$ cat config.mk
export PLATFORM = sky130hd
export DESIGN_NAME = azadi_board_io_cond
export DESIGN_NICKNAME = d
export VERILOG_FILES = /design/src/rtl/azadi_board_pkg.sv /design/src/rtl/azadi_io_debounce_ch.sv /design/src/rtl/azadi_board_io_cond.sv
export SDC_FILE = /design/constraint.sdc
export NUM_CORES = 1
export LEC_CHECK = 0
export BUFFER_PORTS_ARGS = -buffer_cell sky130_fd_sc_hd__buf_2
export CELL_PAD_IN_SITES_DETAIL_PLACEMENT = 0
export CELL_PAD_IN_SITES_GLOBAL_PLACEMENT = 1
export CORE_MARGIN = 2
export CORE_UTILIZATION = 52
export CTS_BUF_LIST = sky130_fd_sc_hd__clkbuf_4 sky130_fd_sc_hd__clkbuf_8 sky130_fd_sc_hd__clkbuf_16
export DETAILED_ROUTE_END_ITERATION = 7
export PLACE_DENSITY_LB_ADDON = 0.1
export SETUP_SLACK_MARGIN = 0.02
export SYNTH_ARGS = -nofsm -noshare
export SYNTH_HDL_FRONTEND = slang
export SYNTH_HIERARCHICAL = 1
export SYNTH_SLANG_ARGS = --single-unit
$ cat constraint.sdc
create_clock -name clock -period 2.6 [get_ports clock]
set_input_delay 0.52 -clock clock [delete_from_list [all_inputs] [get_ports clock]]
set_output_delay 0.52 -clock clock [all_outputs]
set_load 0.01 [all_outputs]
$ cat src/rtl/azadi_board_pkg.sv
// rtl/azadi_board_pkg.sv - shared types and default sizing for the board input conditioner
package azadi_board_pkg;

  localparam int DefNumGpio         = 33;
  localparam int DefSyncStages      = 2;
  localparam int DefDebounceCycles  = 1000;
  localparam int DefResetHoldCycles = 64;

  typedef enum logic [1:0] {
    WAIT_LOCK = 2'd0,
    HOLD      = 2'd1,
    RUN       = 2'd2
  } board_rst_state_e;

  // One counter width covers both the debounce and the reset-hold counts.
  function automatic int cnt_width(input int a, input int b);
    return $clog2(((a > b) ? a : b) + 1);
  endfunction

endpackage

$ cat src/rtl/azadi_io_debounce_ch.sv
// rtl/azadi_io_debounce_ch.sv - one GPIO channel: synchroniser, debounce counter, level and edge registers
module azadi_io_debounce_ch
  import azadi_board_pkg::*;
#(
  parameter int SyncStages     = DefSyncStages,
  parameter int DebounceCycles = DefDebounceCycles,
  parameter int CntW           = cnt_width(DebounceCycles, 1)
) (
  input  logic clock,
  input  logic reset,
  input  logic pad,
  input  logic debounce_en,
  output logic level,
  output logic rise,
  output logic fall
);

  localparam logic [CntW-1:0] CntLast = CntW'(DebounceCycles - 1);

  logic [SyncStages-1:0] sync_q;
  logic                  s;
  logic                  en_q;
  logic [CntW-1:0]       cnt_q;
  logic [CntW-1:0]       cnt_d;
  logic                  level_d;

  assign s = sync_q[SyncStages-1];

  // A mode change only clears the count; the level is held for that cycle.
  always_comb begin
    cnt_d   = '0;
    level_d = level;
    if (debounce_en == en_q) begin
      if (!debounce_en) begin
        level_d = s;
      end else if (s != level) begin
        if (cnt_q == CntLast) level_d = s;
        else                  cnt_d   = cnt_q + CntW'(1);
      end
    end
  end

  always_ff @(posedge clock or posedge reset) begin
    if (reset) begin
      sync_q <= '0;
      en_q   <= 1'b0;
      cnt_q  <= '0;
      level  <= 1'b0;
      rise   <= 1'b0;
      fall   <= 1'b0;
    end else begin
      sync_q <= {sync_q[SyncStages-2:0], pad};
      en_q   <= debounce_en;
      cnt_q  <= cnt_d;
      level  <= level_d;
      rise   <= level_d & ~level;
      fall   <= ~level_d & level;
    end
  end

endmodule

$ cat src/rtl/azadi_board_io_cond.sv
// rtl/azadi_board_io_cond.sv - GPIO conditioning array plus SoC reset sequencer driven by PLL lock
module azadi_board_io_cond
  import azadi_board_pkg::*;
#(
  parameter int NumGpio         = DefNumGpio,
  parameter int SyncStages      = DefSyncStages,
  parameter int DebounceCycles  = DefDebounceCycles,
  parameter int ResetHoldCycles = DefResetHoldCycles
) (
  input  logic               clock,
  input  logic               reset,
  input  logic               pll_locked_i,
  input  logic               soc_rst_req_i,
  input  logic [NumGpio-1:0] gpio_pad_i,
  input  logic [NumGpio-1:0] debounce_en_i,
  output logic [NumGpio-1:0] gpio_o,
  output logic [NumGpio-1:0] gpio_rise_o,
  output logic [NumGpio-1:0] gpio_fall_o,
  output logic               soc_rst_no,
  output logic               seq_busy_o
);

  localparam int              CntW     = cnt_width(DebounceCycles, ResetHoldCycles);
  localparam logic [CntW-1:0] HoldLast = CntW'(ResetHoldCycles - 1);

  for (genvar i = 0; i < NumGpio; i++) begin : g_ch
    azadi_io_debounce_ch #(
      .SyncStages    (SyncStages),
      .DebounceCycles(DebounceCycles),
      .CntW          (CntW)
    ) u_ch (
      .clock      (clock),
      .reset      (reset),
      .pad        (gpio_pad_i[i]),
      .debounce_en(debounce_en_i[i]),
      .level      (gpio_o[i]),
      .rise       (gpio_rise_o[i]),
      .fall       (gpio_fall_o[i])
    );
  end

  logic [1:0]       lock_sync_q;
  logic             lock_s;
  board_rst_state_e state_q;
  board_rst_state_e state_d;
  logic [CntW-1:0]  hold_cnt_q;
  logic [CntW-1:0]  hold_cnt_d;

  assign lock_s = lock_sync_q[1];

  // Lock loss outranks a reset request, which outranks normal progress.
  always_comb begin
    state_d    = state_q;
    hold_cnt_d = hold_cnt_q;
    if (!lock_s) begin
      state_d    = WAIT_LOCK;
      hold_cnt_d = '0;
    end else if (soc_rst_req_i && (state_q != WAIT_LOCK)) begin
      state_d    = HOLD;
      hold_cnt_d = '0;
    end else begin
      case (state_q)
        WAIT_LOCK: begin
          state_d    = HOLD;
          hold_cnt_d = '0;
        end
        HOLD: begin
          if (hold_cnt_q == HoldLast) begin
            state_d    = RUN;
            hold_cnt_d = '0;
          end else begin
            hold_cnt_d = hold_cnt_q + CntW'(1);
          end
        end
        RUN:     state_d = RUN;
        default: state_d = WAIT_LOCK;
      endcase
    end
  end

  always_ff @(posedge clock or posedge reset) begin
    if (reset) begin
      lock_sync_q <= '0;
      state_q     <= WAIT_LOCK;
      hold_cnt_q  <= '0;
      soc_rst_no  <= 1'b0;
    end else begin
      lock_sync_q <= {lock_sync_q[0], pll_locked_i};
      state_q     <= state_d;
      hold_cnt_q  <= hold_cnt_d;
      soc_rst_no  <= (state_d == RUN);
    end
  end

  assign seq_busy_o = (state_q != RUN);

endmodule

==> flow_summary.ini <==
[outcome]
outcome = completed

[sta]
fin_crit_ns = 1.90
tightest_slew_ns = 1.05
skew_ns = 0.00838
timing.fmax_mhz = 527
rsz0062_at_grt = no
setup_tns_ns = 0
drv_slew = 0
fin_crit_sh_pct = 73.0
setup_violations = 0
relSlewSlack_pct = 29.8
hold_viol = 0

[synth]
yosysMostFrequentCell = dfrtp_1
synth_top_area_share_pct = 56.7
synth.top_cells.by_count = 543 x dfrtp_1, 403 x nor2_1, 200 x nand3_1
synth_edf_count = 0
yosysTopAreaCell = dfrtp_1
syn-num-nets = 2358
synth_area_per_cell_sq_um = 10.6
yosysSeqAreaShare_pct = 56.7
synth.distinct_cells = 48
synth_cells = 2254
syn_area_sq_um = 24000
ys_ff_latch = 543
synth.area.top_cells = dfrtp_1 57%, nor2_1 6.3%, nand3_1 4.2%, xor2_1 3.7%, a21oi_1 3.5%
async_flop_share_pct = 100
ys.flop_type = dfrtp_1
ys_warn_count = 6

[grt]
grt_first_pass_wirelength_mm = 77.9
grt_start_max_net_pins = 35
grtUsageTotal_pct = 19.4
grt_pass1_vias = 16792
grt.overflow.total = 0
antenna_found_initial = 4

[routing]
first_iter_violations = 991
drc_errors = 0
wl_per_cell_microns = 14.3
postRouteAntennaNets = 0
drt-total-wl_mm = 45.3
routed_via_density = 5.38
vias = 17019
firstDrtPassIters = 5

[setup_path]
worstPathMaxFanout = 5
cp-end-kind = output pin
cp-start-kind = flip-flop
cp_slowest_stage_delay_ns = 0.42
cp_slowest_cell = dfrtp_1
critPathKind = flip-flop to output pin
cp_cell_sequence = nand2b_1, buf_2
worstPathRequired_ns = 2.08
cp.arrival_ns = 1.38

[finish]
layout.area.seq_sq_um = 13600
multi_input_area_sq_um = 10100
fill_cells = 3773
post-route-util_pct = 61.4
drive_gt1_share_pct = 20.0
nets = 2616
syn_to_final_growth_pct = 16.5

[pwr]
p_switching_mw = 4.17
p_seq_share_pct = 48.0
vdd_drop_max_mv = 0.560
p_leak_nw = 12.2
powerDensity_nw_per_um2 = 661
swShare_pct = 22.6
finalPower_mw = 18.5
p_int_mw = 14.3
combPwrFrac_pct = 5.3
p_clk_share_pct = 46.7

[min_path]
min_path_type = input pin to flip-flop

[cts]
cts_tree = done
numCtsBuffers = 58
ctsResizeCount = 0
path_clk_slew_ns = 0.06
cts_max_level = 2
cts_buffer_depth = 3
clk_root_buffer_cell = clkbuf_16
worstSkewPairLatency_ns = 0.60
clock-sinks = 543

[place]
portBuffers = 170
hpwl_mm = 31.6
place.gp.congestion = 0.784

[die]
coreArea_sq_um = 45500
die_w_microns = 219
io_pins = 171
die_area_sq_um = 47800
rows = 78
die_h_microns = 219
start_util_pct = 52.7

[flow_run]
cap_violations = 0
## per-layer routing
metal / global-route usage, % / part of all wire (%) / wire length (microns)
met5: 0 / 0.035 / 16
met4: 5.88 / 2.1 / 935
met3: 3.81 / 4.5 / 2050
met2: 30.5 / 44 / 20100
met1: 27.4 / 49 / 22200
## worst paths after layout
kind,start,to,slack [ns],cells after the start
max reg2reg,hold_cnt_q[0],hold_cnt_q[7],0.86,5
min,debounce_en_i[24],g_ch[24].u_ch/en_q,0.05,1
min in group asynchronous,reset,hold_cnt_q[0],0.51,2
max,state_q[0],seq_busy_o,0.70,2
max in group asynchronous,reset,g_ch[7].u_ch/cnt_q[3],1.62,2
min reg2reg,g_ch[30].u_ch/sync_q[0],g_ch[30].u_ch/sync_q[1],0.35,0
## critical path, delay by kind of cell (launching register included)
kind                   cells  cell delay (ns)
and+or+nand+nor            1             0.20
DFF                        1             0.42
buffers and inverters      1             0.16
## what timing repair did
item                                    4_1_cts  5_1_grt
hold buffers                                 29        0
hold endpoints to repair                     29        0
endpoints found under the setup margin        0        0
setup buffers                                 0        0
## area by class of cell
cell class	count	share of cell area, %
Inverter	71	0.954
Clock buffer	81	6.34
Sequential cell	543	48.6
Multi-Input combinational cell	1639	36.2
Clock inverter	27	1.03
Antenna cell	4	0.0358
Tap cell	600	2.69
Timing Repair Buffer	199	4.09
## power by group through the flow
stage	sequential [mW]	combinational [mW]	clock, mW
detailed placement	9.01	0.964	0
global placement	9.00	0.943	0
global route	8.89	1.12	9.25
CTS	8.86	1.00	8.90
finish	8.86	0.981	8.62
floorplan	9.03	0.553	0
## logic make-up (layout without fill, tap and decap cells)
kind of cell | Yosys count | after routing | share of synthesized area, %
XOR/XNOR | 170 | 170 | 6.21
other | 0 | 4 | 0
flip-flops | 543 | 543 | 56.7
multiplexers | 33 | 33 | 1.57
adder cells (fa/ha/maj) | 34 | 34 | 1.77
AO/OA/AOI/OAI | 314 | 314 | 8.65
buffers and inverters | 72 | 378 | 1.13
AND/OR/NAND/NOR | 1088 | 1088 | 24.0
## stage by stage
stage               cells  hold slack [ns]  setup WS [ns]  area, sq um
finish               3164           0.0454          0.702        27900
CTS                  3160          0.00140          0.644        27900
detailed placement   3023            0.335          0.817        25600
global placement     3023            0.331          0.807        25600
global route         3163           0.0122          0.611        27900
floorplan            2254            0.331          0.989        24000
## layout by cell type, fill, tap and decap left out, types with 5 or more instances in the layout
cell type,n
nor3_1,35
a21oi_1,169
buf_2,170
or3_1,32
xor2_1,100
clkbuf_4,5
nand3_1,200
o221a_2,32
nand3_2,33
dfrtp_1,543
nand4_1,68
dlygate4sd3_1,29
clkinv_2,13
o21ai_2,32
ha_1,34
a31oi_1,33
mux2_2,32
a21o_1,33
and3_4,32
and3_1,33
nor2_1,403
nand2b_1,68
bufinv_16,5
nand2_1,77
or2_2,32
nand4b_1,32
inv_1,71
and3_2,32
clkbuf_8,15
xnor2_1,70
clkbuf_16,61
## state kept, by name, indices dropped and copies added, names as in the netlist
signal            flops
lock_sync_q           2
state_q               2
g_ch.u_ch/sync_q     66
g_ch.u_ch/cnt_q     330
g_ch.u_ch/rise       33
hold_cnt_q           10
g_ch.u_ch/level      33
g_ch.u_ch/fall       33
soc_rst_no            1
g_ch.u_ch/en_q       33
Power figures use the tool's default switching activity.
